## src/rtl/div_arb_pkg.sv

```systemverilog
// Shared types and defaults for the divider request arbiter.
// State encoding, id width and default sizing constants.
package div_arb_pkg;

    typedef enum logic [2:0] {
        IDLE,
        ZERO,
        CLEAR,
        BUSY,
        DONE
    } state_e;

    localparam int DEF_NUM_REQ = 4;
    localparam int DEF_WIDTH   = 32;
    localparam int DEF_TIMEOUT = 48;
    localparam int ID_W        = $clog2(DEF_NUM_REQ);

endpackage

```

## src/rtl/div_request_arbiter_rr_arbiter.sv

```systemverilog
// Combinational round-robin arbiter: first request at/after ptr_i, wrapping.
// Ports: req_i (requests), ptr_i (priority start), gnt_o (one-hot), gnt_id_o, any_o.
module rr_arbiter #(
    parameter int NUM_REQ = 4,
    parameter int ID_W    = 2
) (
    input  logic [NUM_REQ-1:0] req_i,
    input  logic [ID_W-1:0]    ptr_i,
    output logic [NUM_REQ-1:0] gnt_o,
    output logic [ID_W-1:0]    gnt_id_o,
    output logic               any_o
);

    always_comb begin
        logic            found;
        logic [ID_W-1:0] idx;
        gnt_o    = '0;
        gnt_id_o = '0;
        found    = 1'b0;
        for (int k = 0; k < NUM_REQ; k++) begin
            idx = ID_W'((int'(ptr_i) + k) % NUM_REQ);
            if (!found && req_i[idx]) begin
                found      = 1'b1;
                gnt_o[idx] = 1'b1;
                gnt_id_o   = idx;
            end
        end
        any_o = found;
    end

endmodule

```

## src/rtl/div_request_arbiter.sv

```systemverilog
// Shares one unsigned divider among NUM_REQ requesters (round-robin, one job in flight).
// Ports: req_* requester side, rsp_* result side, div_* divider side, clk/reset.
module div_request_arbiter
    import div_arb_pkg::*;
#(
    parameter int NUM_REQ        = DEF_NUM_REQ,
    parameter int WIDTH          = DEF_WIDTH,
    parameter int TIMEOUT_CYCLES = DEF_TIMEOUT
) (
    input  logic                       clk,
    input  logic                       reset,
    input  logic [NUM_REQ-1:0]         req_valid,
    input  logic [NUM_REQ*WIDTH-1:0]   req_n,
    input  logic [NUM_REQ*WIDTH-1:0]   req_d,
    output logic [NUM_REQ-1:0]         req_ready,
    output logic [NUM_REQ-1:0]         rsp_valid,
    output logic [WIDTH-1:0]           rsp_q,
    output logic [WIDTH-1:0]           rsp_r,
    output logic                       rsp_zero_err,
    output logic                       rsp_timeout,
    output logic                       div_reset,
    output logic                       div_valid,
    output logic [WIDTH-1:0]           div_n,
    output logic [WIDTH-1:0]           div_d,
    input  logic                       div_ready,
    input  logic [WIDTH-1:0]           div_q,
    input  logic [WIDTH-1:0]           div_r
);

    localparam int IDW   = (NUM_REQ > 1) ? $clog2(NUM_REQ) : 1;
    localparam int CNT_W = $clog2(TIMEOUT_CYCLES + 1);

    state_e             state_q, state_d;
    logic [IDW-1:0]     ptr_q, ptr_d;
    logic [IDW-1:0]     id_q, id_d;
    logic [WIDTH-1:0]   n_q, n_d, d_q, d_d;
    logic [WIDTH-1:0]   q_q, q_d, r_q, r_d;
    logic               z_q, z_d, t_q, t_d;
    logic [CNT_W-1:0]   cnt_q, cnt_d;

    logic [NUM_REQ-1:0] arb_req;
    logic [NUM_REQ-1:0] gnt;
    logic [IDW-1:0]     gnt_id;
    logic               gnt_any;
    logic [WIDTH-1:0]   sel_n, sel_d;
    logic               idle;

    assign idle    = (state_q == IDLE) && !reset;
    assign arb_req = idle ? req_valid : '0;

    rr_arbiter #(
        .NUM_REQ (NUM_REQ),
        .ID_W    (IDW)
    ) u_rr (
        .req_i    (arb_req),
        .ptr_i    (ptr_q),
        .gnt_o    (gnt),
        .gnt_id_o (gnt_id),
        .any_o    (gnt_any)
    );

    // One-hot grant steers the winner's operands.
    always_comb begin
        sel_n = '0;
        sel_d = '0;
        for (int i = 0; i < NUM_REQ; i++) begin
            if (gnt[i]) begin
                sel_n = req_n[i*WIDTH +: WIDTH];
                sel_d = req_d[i*WIDTH +: WIDTH];
            end
        end
    end

    always_ff @(posedge clk or posedge reset) begin
        if (reset) begin
            state_q <= IDLE;
            ptr_q   <= '0;
            id_q    <= '0;
            n_q     <= '0;
            d_q     <= '0;
            q_q     <= '0;
            r_q     <= '0;
            z_q     <= 1'b0;
            t_q     <= 1'b0;
            cnt_q   <= '0;
        end else begin
            state_q <= state_d;
            ptr_q   <= ptr_d;
            id_q    <= id_d;
            n_q     <= n_d;
            d_q     <= d_d;
            q_q     <= q_d;
            r_q     <= r_d;
            z_q     <= z_d;
            t_q     <= t_d;
            cnt_q   <= cnt_d;
        end
    end

    always_comb begin
        state_d = state_q;
        ptr_d   = ptr_q;
        id_d    = id_q;
        n_d     = n_q;
        d_d     = d_q;
        q_d     = q_q;
        r_d     = r_q;
        z_d     = z_q;
        t_d     = t_q;
        cnt_d   = cnt_q;
        unique case (state_q)
            IDLE: begin
                if (gnt_any) begin
                    id_d  = gnt_id;
                    n_d   = sel_n;
                    d_d   = sel_d;
                    ptr_d = (gnt_id == IDW'(NUM_REQ - 1)) ? '0 : gnt_id + 1'b1;
                    if (sel_d == '0) begin
                        // Result flags load now so they appear with rsp_valid.
                        q_d     = '0;
                        r_d     = '0;
                        z_d     = 1'b1;
                        t_d     = 1'b0;
                        state_d = ZERO;
                    end else begin
                        state_d = CLEAR;
                    end
                end
            end
            ZERO: state_d = IDLE;
            CLEAR: begin
                cnt_d   = '0;
                state_d = BUSY;
            end
            BUSY: begin
                cnt_d = cnt_q + 1'b1;
                // Ready takes priority over a coincident watchdog expiry.
                if (div_ready) begin
                    q_d     = div_q;
                    r_d     = div_r;
                    z_d     = 1'b0;
                    t_d     = 1'b0;
                    state_d = DONE;
                end else if (cnt_q == CNT_W'(TIMEOUT_CYCLES - 1)) begin
                    q_d     = '0;
                    r_d     = '0;
                    z_d     = 1'b0;
                    t_d     = 1'b1;
                    state_d = DONE;
                end
            end
            DONE: begin
                cnt_d   = '0;
                state_d = IDLE;
            end
            default: state_d = IDLE;
        endcase
    end

    assign req_ready    = gnt;
    assign rsp_valid    = ((state_q == ZERO) || (state_q == DONE))
                        ? (NUM_REQ'(1) << id_q) : '0;
    assign rsp_q        = q_q;
    assign rsp_r        = r_q;
    assign rsp_zero_err = z_q;
    assign rsp_timeout  = t_q;
    assign div_reset    = reset || (state_q == CLEAR);
    assign div_valid    = (state_q == BUSY);
    assign div_n        = n_q;
    assign div_d        = d_q;

endmodule

```

## config.mk

```make
export PLATFORM = sky130hd
export DESIGN_NAME = div_request_arbiter
export DESIGN_NICKNAME = d
export VERILOG_FILES = /design/src/rtl/div_arb_pkg.sv /design/src/rtl/div_request_arbiter_rr_arbiter.sv /design/src/rtl/div_request_arbiter.sv
export SDC_FILE = /design/constraint.sdc
export NUM_CORES = 1
export LEC_CHECK = 0
export ABC_AREA = 1
export CAP_MARGIN = 25
export CORE_AREA = 5 5 177 179
export DETAILED_ROUTE_END_ITERATION = 8
export DIE_AREA = 0 0 182 184
export PLACE_DENSITY = 0.73
export SLEW_MARGIN = 20
export SYNTH_ARGS = -nofsm -noshare
export SYNTH_HDL_FRONTEND = slang
export SYNTH_SLANG_ARGS = --single-unit
```

## constraint.sdc

```tcl
create_clock -name clk -period 7 [get_ports clk]
set_input_delay 1.05 -clock clk [delete_from_list [all_inputs] [get_ports clk]]
set_output_delay 1.05 -clock clk [all_outputs]
set_load 0.02 [all_outputs]
```

Word level (Yosys, flattened, before mapping)
Index checks and enable logic that the tools add are counted.
Widths: inputs -> output; s select.
- latch bits: 0
- RAM bits: 0
- memory bits (read-only): 0
- memories: 0
- register bits after elaboration: 143
- bits of input ports: 327
- bitwise gates (word level): 3
- mux-type cells: 62
- reductions and logical operators: 22
- $mul: 0
- add/sub/neg operators: 5
- div/mod/pow operators: 0
- eq/ne operators: 9
- shifts and indexed selects: 1
- $lt $le $gt $ge: 8
- operators by type and width (cell ; number):
    $mux 32 ; 13
    $pmux 32 s2 ; 2
    $logic_not 32->1 ; 1
    $mux 4 ; 6
    $mux 1 ; 20
    $lt 2x3->1 const B ; 4
    $mux 2 ; 6
    $or 4x4->4 ; 3
    $pmux 6 s2 ; 1
    $mux 3 ; 3
    $pmux 3 s3 ; 1
    $bmux 1 s2 ; 4
    $demux 1 s2 ; 4
    $ge 2x1->1 const B ; 4
    $logic_and 1x1->1 ; 8
    $add 6x1->6 const B ; 1
    $eq 3x2->1 const B ; 2
    $eq 6x6->1 const B ; 1
    $add 2x1->2 const B ; 2
    $add 2x2->2 const B ; 2
    $logic_not 1->1 ; 4
    $pmux 1 s2 ; 2
    $reduce_and 2->1 ; 2
    $reduce_and 4->1 ; 1
    11 further kinds ; 13

Longest topological paths before layout
- word-level depth: 23
- mapped depth: 24
- depth with buffers taken out: 22

Modules after synthesis
From an unflattened synthesis, not the netlist that was laid out.
- cell total of the unflattened synthesis: 1119
- area total of the unflattened synthesis: 8069.0 um2
- by module, submodules not included (module ; area an instance (um2) ; sequential area each (um2) ; instances ; cells an instance):
    div_request_arbiter ; 7628.6 ; 3578.4 ; 1 ; 1045
    rr_arbiter ; 440.4 ; 0.0 ; 1 ; 74

Worst setup path before layout
Ideal clock, no wire load.
- path type: input-to-output
- start point: input port reset
- end point: output port req_ready[3]
- arrival time: 6163 ps
- cell stages on the path: 13
- slack: -213 ps
- data required time: 5950 ps
- cell sequence: inv_1 nand4_1 nand2_1 nand2_1 nand2_1 nand2_2 nor2_4 nand2_1 nand3_1 buf_4 buf_2 buf_1 clkbuf_1
- word-level cells in the longest chain between the ends: 15
- RTL lines (item ; line ; source):
    start, declared ; div_request_arbiter.sv:11 ; input logic reset,
    $logic_not 1->1 (no line) * ; n/a ;
    $logic_and 1x1->1 * ; div_request_arbiter.sv:48 ; assign idle = (state_q == IDLE) && !reset;
    $mux 4 * ; div_request_arbiter.sv:49 ; assign arb_req = idle ? req_valid : '0;
    $bmux 1 s2 ; div_request_arbiter_rr_arbiter.sv:22 ; if (!found && req_i[idx]) begin
    $mux 1 (not written as such) ; div_request_arbiter_rr_arbiter.sv:22 ;
    $mux 1 ; div_request_arbiter_rr_arbiter.sv:22 ;
    $logic_not 1->1 ; div_request_arbiter_rr_arbiter.sv:22 ;
    $logic_and 1x1->1 ; div_request_arbiter_rr_arbiter.sv:22 ;
    $mux 1 ; div_request_arbiter_rr_arbiter.sv:22 ;
    $logic_not 1->1 ; div_request_arbiter_rr_arbiter.sv:22 ;
    $logic_and 1x1->1 ; div_request_arbiter_rr_arbiter.sv:22 ;
    $mux 1 ; div_request_arbiter_rr_arbiter.sv:22 ;
    $logic_not 1->1 ; div_request_arbiter_rr_arbiter.sv:22 ;
    $logic_and 1x1->1 ; div_request_arbiter_rr_arbiter.sv:22 ;
    $mux 4 * ; div_request_arbiter_rr_arbiter.sv:22 ;
    end, declared ; div_request_arbiter.sv:15 ; output logic [NUM_REQ-1:0] req_ready,
Mark *: on every way between the ends. The rest lies on a longest branch, timed or not. The select of a mux whose other input is x is not followed.

Worst setup path after layout
Ends and elaborated chain as after synthesis.

==> results_dict.tcl <==
set metrics [dict create \
    status "completed" \
    dieHeight_um 184 \
    drt-wirelength-per-cell_um 18.3 \
    setup_ws_ps 1340 \
    num_vias 9418 \
    min_path_type "flop to flop" \
    final_area_um2 13500 \
    htreeDepth 4 \
    ys_types 31 \
    core_um2 29400 \
    drtIter0Drc 558 \
    grt_max_degree 79 \
    synth-seq-cells 143 \
    cap_violations 0 \
    ios 467 \
    grt_pass1_vias 9226 \
    path_clk_slew_ps 70 \
    crit_fanout 78 \
    dp_slack_ps 1280 \
    port_buffers 466 \
    grt_overflow_total 0 \
    cts_sinks 143 \
    syn_inst 1117 \
    die_area_um2 33500 \
    grt_pass1_wl_um 52700 \
    firstDrtPassIters 7 \
    slew_headroom_pct 38.4 \
    finalSetupTns_ps 0 \
    initial_core_util_pct 27.2 \
    skew_ps 10.4 \
    dp.cells 1911 \
    period_share_pct 80.9 \
    syn_avg_cell_area_um2 7.15 \
    clock_latency_ps 420 \
    cts_tree "done" \
    cts-resized-gates 0 \
    synth_area_leaders "dfrtp_1 (45%), nand2_1 (18%), nand3_1 (11%)" \
    antenna_found_initial 2 \
    areaGrowthSynthToFinish_pct 68.9 \
    drv_slew 0 \
    final_cells 1943 \
    yosysTopAreaCell "dfrtp_1" \
    placed_area_um2 12900 \
    cts_buffers 17 \
    grtUsageTotal_pct 20.0 \
    syn_area_um2 7990 \
    timing.final.hold_violations 0 \
    setup_viol 0 \
    diodes 0 \
    path_class "input port to output port" \
    vias_per_cell 4.85 \
    arrival_ps 4610 \
    max_freq_mhz 177 \
    std_cell_rows 63 \
    p_per_area_nw_per_um2 515 \
    startpoint_type "input port" \
    ys_seq_area_share_pct 44.8 \
    hpwl_um 26100 \
    cts_setup_buffers 0 \
    synth_nets 1450 \
    die_w_um 182 \
    root_buffer "clkbuf_16" \
    rsz0062_at_grt "no" \
    layout.nets 1873 \
    power.leakage_nw 5.85 \
    required_ps 5950 \
    cp-end-kind "output port" \
    cts_max_path_buffers 2 \
    yosysWarnings 0 \
    synth_top_area_share_pct 44.8 \
    wl_um 35600 \
    max_slew.worst_pin.slew_ps 923 \
    layout_min_cycle_time_ps 5660 \
    ant_nets 0 \
    hold_buffers 0 \
    final_layout_size_suffix_gt1_share_pct 4.44 \
    post-route-drc-count 0 \
    routabilityCongestion 0.941 \
    vdd_drop_max_mv 0.391 \
]
[worst paths after layout]
kind,to,cells after the start,slack [ps],from
max,req_ready[3],10,1340,reset
min,rsp_r[11],2,470,rsp_r[11]
max reg2reg,rsp_timeout,18,2580,flop
min reg2reg,rsp_r[11],2,470,rsp_r[11]
max in group asynchronous,cnt_q[5],4,3900,reset
min in group asynchronous,div_d[11],2,1020,reset
[area by class of cell]
cell class / count / area, µm²
timing repair buffer: 479 / 4760
clock inverter: 14 / 141
tap: 390 / 488
clock buffer: 18 / 439
multi-input combinational: 868 / 3970
inverter: 31 / 120
sequential: 143 / 3580
fill: 2857 / 15900
[cell usage after synthesis, drive strengths merged]
cell type / count
nor2: 84
nand4: 10
ha: 6
nand3b: 1
nand3: 175
nand2: 397
buf: 33
a22oi: 1
o21ai: 46
clkbuf: 42
o211ai: 1
a31o: 1
a21oi: 106
a21boi: 30
nor3: 8
and2: 1
dfrtp: 143
inv: 31
a31oi: 1
[through the flow]
step	total power [mW]	util [%]	hold WS, ps
floorplan	4.38	-	495
global placement	6.02	43.9	453
finish	6.95	45.9	471
global route	7.56	45.9	493
CTS	7.04	45.9	475
detailed placement	6.09	43.9	458
[where the power goes]
group,internal (mW),switching (mW)
registers,1.14,0.152
clock network,0.485,0.424
logic,1.68,3.07
total,3.30,3.65
[flip-flops by register name, indices dropped and copies added (netlist names), named ones only]
signal,cells
id_q,2
rsp_r,32
rsp_timeout,1
state_q,3
cnt_q,6
div_n,32
rsp_q,32
div_d,32
rsp_zero_err,1
ptr_q,1
[critical path, cell delays in order]
cell	delay, ps
clkdlybuf4s50_1	500
clkinvlp_4	450
nand4_1	310
nand2_1	100
nand3_1	130
nand2_2	110
nor2_2	240
nand4_1	180
nand3_4	670
clkdlybuf4s50_1	760
[cells by family (layout without fill, tap and decap cells)]
group,after synthesis,in the layout,share of synthesized area (%)
and+or+nand+nor,676,676,35.6
AOI/OAI and AO/OA,186,186,12.8
DFF,143,143,44.8
buffers and inverters,106,542,5.83
adders and majority gates,6,6,0.940
[per-layer routing]
metal  vias up  share of wire (%)  track usage (%)
met5         -              0.070                0
met2       460                 47             32.5
met3        57                 11             7.22
met1      4365                 40             24.3
met4         4                2.9             7.81
li1       4532                  -                -
[placed cells by master (no fill, tap or decap), types with 7 or more instances in the layout]
cell,n
a21boi_1,27
a21oi_1,105
buf_4,13
clkbuf_16,17
clkdlybuf4s50_1,465
dfrtp_1,143
inv_1,27
nand2_1,392
nand3_1,171
nand4_1,10
nor2_1,78
nor3_1,7
o21ai_0,44
No activity file was read; power rests on OpenSTA's default activity.
==> edit 1: new RTL, same flow settings <==
`d_q` no longer has a reset.
--- a/src/rtl/div_request_arbiter.sv
+++ b/src/rtl/div_request_arbiter.sv
@@ -79,3 +79,2 @@
             n_q     <= '0;
-            d_q     <= '0;
             q_q     <= '0;
@@ -90,3 +89,2 @@
             n_q     <= n_d;
-            d_q     <= d_d;
             q_q     <= q_d;
@@ -97,2 +95,6 @@
         end
+    end
+
+    always_ff @(posedge clk) begin
+        d_q <= d_d;
     end
Check against the original RTL: not equivalent (a bounded check fails within 4 cycles, from zero or initial values and one cycle with reset high; the reset may be asserted at any time).
==> edit 1 against the original RTL <==
  * Via count fell by 3.3%
  * Synthesized cell count fell by 1.7%
  * Power fell by 1.7%
  * Clock skew barely moved
  * Routed wire length fell by 0.78%
  * Global-route usage barely moved
  * Area after synthesis barely moved
  * Register-to-register slack got worse by 0.67 ns
  * Sequential cell count did not move
  * Worst hold slack got worse by 0.0027 ns
  * Cell area rose by 0.76%
  * Die area did not move
  * Setup slack improved by 0.14 ns
  * Sequential power rose by 8%
  * Critical endpoint unchanged
  * Largest cell class unchanged
  * Highest routed layer is now met4
==> edit 1: results (changes against the original RTL) <==
Run status
  • Outcome: finished clean

Worst hold path
  • Startpoint of the most critical hold path: rsp_q[19]
  • Worst Hold Path EP: rsp_q[19]
  • HP Class: flip-flop to flip-flop

Setup path
  • Standard cell with the maximum stage delay on the critical path: sky130_fd_sc_hd__clkdlybuf4s50_1
  • Worst Reg2Reg Path Length in Cells: 20 (+2)
  • WP data arrival: 4.47 ns (-0.14 ns)
  • Peak fanout along the critical path: 45 (-42%)
  • Worst stage delay on the critical path: 0.71 ns (-0.05 ns)
  • Worst reg2reg setup slack: 1.91 ns (-0.67 ns)
  • Reg2Reg Capture Point: rsp_r[16]
  • Worst Setup SP: reset

Layout
  • Fraction of layout cells with a size suffix above 1: 0.0426 (-0.00185)
  • Area growth from synthesis to layout: 70.0%
  • Number of nets in the layout: 1870 (-0.16%)
  • Filler cell count in the final layout: 2850 (-0.25%)

Synthesis
  • Share of synthesized area occupied by flip-flops and latches: 0.467 (+0.0196)
  • Number of different library cells in the post-synthesis netlist: 34 (+9.7%)
  • Proportion of synthesized flip-flops having asynchronous set or reset: 0.776 (-0.224)
  • Synth top area cells: sky130_fd_sc_hd__dfrtp_1, sky130_fd_sc_hd__nand2_1, sky130_fd_sc_hd__edfxtp_1
  • Most used standard cells in the synthesized netlist: sky130_fd_sc_hd__nand2_1, sky130_fd_sc_hd__a21oi_1, sky130_fd_sc_hd__dfrtp_1
  • Net Count, Synth: 1431 (-1.3%)
  • Number of enable-type register cells in the synthesized netlist: 32 (+32)

Global routing
  • Number of global-route vias before repair: 9222 (-0.043%)
  • Largest net degree at the start of global routing: 75 (-5.1%)
  • Antenna violations before repair: 1 (-1)
  • Wire length of the first global-routing pass: 52000 µm (-1.4%)
  • GRT Resource Usage Total: 0.200 (+0.000284)

Clock tree
  • Post-CTS setup buffer count: 0 (unchanged)
  • Root buffer cell: sky130_fd_sc_hd__clkbuf_16
  • Clk Latency, worst-skew pair: 0.42 ns (about the same)
  • Total clock buffers created by CTS: 17 (unchanged)

STA
  • Final setup skew: 0.0100 ns (-0.000357 ns)
  • Fin Hold WS: 0.468 ns (-0.00268 ns)
  • Least-Margin Pin Slew: 0.936 ns (+0.0123 ns)

Route
  • Vias per Instance: 4.70 (-3.1%)
  • Number of design-rule violations left by the first detailed-router iteration: 422 (-24%)
  • Count of TritonRoute iterations in the first routing pass: 5 (-2)
  • Routed length per placed instance: 18.2 µm (-0.62%)

Power
  • Static leakage: 6.34 nW (+8.4%)
  • IR drop worst, VDD: 0.303 mV (-22%)
  • Net switching component of the power: 3.47 mW (-4.9%)

Placed design
  • HPWL reported at the end of detailed placement: 27400 µm (+4.9%)
  • Routability cong.: 0.894 (-5.0%)
  • Post-Place Cell Area: 13000 µm² (+0.37%)
[edit 1: cell types whose count changed in the layout (fill, tap and decap cells not counted), moves of 10 or more]
cell                       change
sky130_fd_sc_hd__dfrtp_1      -32
sky130_fd_sc_hd__nor2_1       -60
sky130_fd_sc_hd__nand3_1     -154
sky130_fd_sc_hd__a21boi_1     -27
sky130_fd_sc_hd__or2_1        +10
sky130_fd_sc_hd__nand2_1     +104
sky130_fd_sc_hd__edfxtp_1     +32
sky130_fd_sc_hd__inv_1        +55
sky130_fd_sc_hd__a21oi_1      +14
sky130_fd_sc_hd__a22oi_1      +26
[edit 1: worst max path at each step]
stage	to	slack, ns	cells after the start
detailed placement	rsp_r[16]	1.01	19
CTS	rsp_r[24]	1.46	19
finish	req_ready[3]	1.48	10
global placement	rsp_q[4]	1.16	22
floorplan	req_ready[3]	0.74	11
global route	rsp_r[16]	1.09	19
[edit 1: area by class of cell]
class	instances	share of cell area
flip-flops and latches	143	0.275
well taps	390	0.0359
inverters	90	0.0250
multi-input cells	806	0.267
clock inverters	14	0.0104
repair buffers	479	0.354
clock buffers	18	0.0323
[edit 1: cells by family (layout without fill, tap and decap cells)]
kind of cell,count (synthesis),count (layout),synth area share
compound gates,216,216,0.147
fa+ha+maj,6,6,0.00939
xor+xnor,1,1,0.00110
buf+inv,149,601,0.0807
flops,143,143,0.467
simple gates,583,583,0.294
[edit 1: per-layer routing]
metal,share of wire,track usage,vias up
met2,0.51,0.366,410
met3,0.071,0.0540,67
met5,0,0,-
met4,0.036,0.0829,0
met1,0.38,0.220,4230
li1,-,-,4402
[edit 1: per-stage QoR]
step           cells  setup WS (ns)
2_1_floorplan   1098          0.739
3_3_place_gp    1906           1.16
3_5_place_dp    1906           1.01
4_1_cts         1938           1.46
5_1_grt         1940           1.09
6_report        1940           1.48
[edit 1: critical path: cells and delay by family]
kind	cells	cell delay, ns
and+or+nand+nor	5	1.01
buffers and inverters	4	1.90
AOI/OAI and AO/OA	1	0.43
[edit 1: power groups by stage]
stage	sequential [mW]	clock [mW]	combinational [mW]
5_1_grt	1.41	0.980	5.09
3_5_place_dp	1.40	0	4.57
6_report	1.39	0.911	4.54
3_3_place_gp	1.40	0	4.51
4_1_cts	1.39	0.945	4.57
2_1_floorplan	1.64	0	2.70
==> edit 2: new RTL, same flow settings <==
Without the edit above. Reset style: synchronous (`reset`), changed in one clocked block.
--- a/src/rtl/div_request_arbiter.sv
+++ b/src/rtl/div_request_arbiter.sv
@@ -73,3 +73,3 @@
 
-    always_ff @(posedge clk or posedge reset) begin
+    always_ff @(posedge clk) begin
         if (reset) begin
Check against the original RTL: not settled (the Yosys comparison gave no result); the edit may change what the design does.
==> edit 2 against the original RTL <==
  * Sequential cell count is the same
  * Routed wire length increased by 10%
  * Setup slack improved by 0.32 ns
  * Area after synthesis rose by 4.5%
  * Largest power group unchanged
  * Register-to-register slack got worse by 0.42 ns
  * Clock power up 11%
  * Critical path type unchanged
  * Power is 19% lower
  * Cell area up 2.5%
==> edit 2: results (changes against the original RTL) <==
Run status
  • Outcome: finished clean

Synthesis
  • Synthesized-area fraction occupied by ao, oa, aoi and oai cells: 0.188 (+0.0598)
  • Number of different library cells in the post-synthesis netlist: 34 (+9.7%)
  • Share of synthesized area occupied by flip-flops and latches: 0.343 (-0.105)
  • XOR/XNOR Fraction of Synth Area: 0.00210 (+0.00210)
  • Proportion of synthesized flip-flops having asynchronous set or reset: 0 (-1.00)
  • Post-synthesis area per instance: 6.20 µm² (-13%)
  • Synth top area cells: sky130_fd_sc_hd__dfxtp_1, sky130_fd_sc_hd__nand2_1, sky130_fd_sc_hd__a21oi_1
  • Share of synthesized cell area in full adder, half adder and majority cells: 0.00899 (-0.000407)
  • Net Count, Synth: 1680 (+16%)
  • Most used standard cells in the synthesized netlist: sky130_fd_sc_hd__nand2_1, sky130_fd_sc_hd__a21oi_1, sky130_fd_sc_hd__nor2_1

Setup path
  • Peak fanout along the critical path: 68 (-13%)
  • Worst stage delay on the critical path: 0.71 ns (-0.05 ns)
  • Worst reg2reg setup slack: 2.16 ns (-0.42 ns)
  • Worst Reg2Reg Path Length in Cells: 20 (+2)
  • CP top delay family: buffers and inverters
  • Reg2Reg Capture Point: rsp_r[8]
  • WP data arrival: 4.29 ns (-0.32 ns)
  • Worst Setup SP: req_valid[2]

Global routing
  • Fraction of met1 tracks used by global routing: 0.265 (+0.0216)
  • Global-route met2 utilization: 0.363 (+0.0388)
  • Largest net degree at the start of global routing: 107 (+35%)
  • Antenna violations before repair: 6 (+4)
  • Wire length of the first global-routing pass: 58100 µm (+10%)
  • GRT Resource Usage Total: 0.221 (+0.0207)
  • M3 GR Usage: 0.0546 (-0.0176)

Route
  • Routed wl met2: 18900 µm (+14%)
  • Number of design-rule violations left by the first detailed-router iteration: 639 (+15%)
  • Final routed wirelength across all metal layers: 39200 µm (+10%)
  • Met3 wirelength from detailed routing: 2690 µm (-29%)
  • Length of routed wiring on met1: 15500 µm (+10%)
  • Via count: 10.6k (+13%)
  • Count of TritonRoute iterations in the first routing pass: 5 (-2)

Placed design
  • DP Cell Count: 2122 (+11%)
  • Routability cong.: 1.01 (+7.0%)

Clock tree
  • Longest Clk Path Bufs: 2 (unchanged)

Layout
  • Post-layout instance count excluding filler cells: 2159 (+11%)
  • Fraction of layout cells with a size suffix above 1: 0.0465 (+0.00206)

Power
  • Net switching component of the power: 2.83 mW (-22%)
  • Power drawn by the combinational cells: 3.57 mW (-25%)
  • IR drop worst, VDD: 0.262 mV (-33%)
  • Power in sequential cells: 1.03 mW (-20%)

Worst hold path
  • Hold Path Cell Cnt: 2 (unchanged)
  • Startpoint of the most critical hold path: rsp_r[10]
  • Worst Hold Path EP: rsp_r[10]

STA
  • Final setup skew: 0.0166 ns (+0.00626 ns)
  • Least-Margin Pin Slew: 1.01 ns (+0.0855 ns)
[edit 2: area by class of cell]
cell class | instances | area, µm²
clock buffer | 17 | 425
sequential | 143 | 2860
timing repair buffer | 491 | 4850
multi-input combinational | 1039 | 4760
inverter | 59 | 223
tap | 390 | 488
fill | 2968 | 15600
antenna | 5 | 12.5
clock inverter | 15 | 221
[edit 2: metrics by stage]
stage | setup WS, ns | hold WS [ns] | total power [mW] | cell area, µm²
floorplan | 2.94 | 0.445 | 3.40 | 8350
global placement | 1.72 | 0.453 | 4.54 | 13200
detailed placement | 1.72 | 0.467 | 4.58 | 13200
CTS | 1.72 | 0.481 | 5.61 | 13800
global route | 1.45 | 0.494 | 6.07 | 13800
finish | 1.66 | 0.480 | 5.61 | 13800
[edit 2: cell families (layout without fill, tap and decap cells)]
family,count (synthesis),count (layout)
other,0,5
buffers and inverters,165,582
adders and majority gates,6,6
AOI/OAI and AO/OA,285,285
DFF,143,143
and+or+nand+nor,746,746
xor gates and xnor gates,2,2
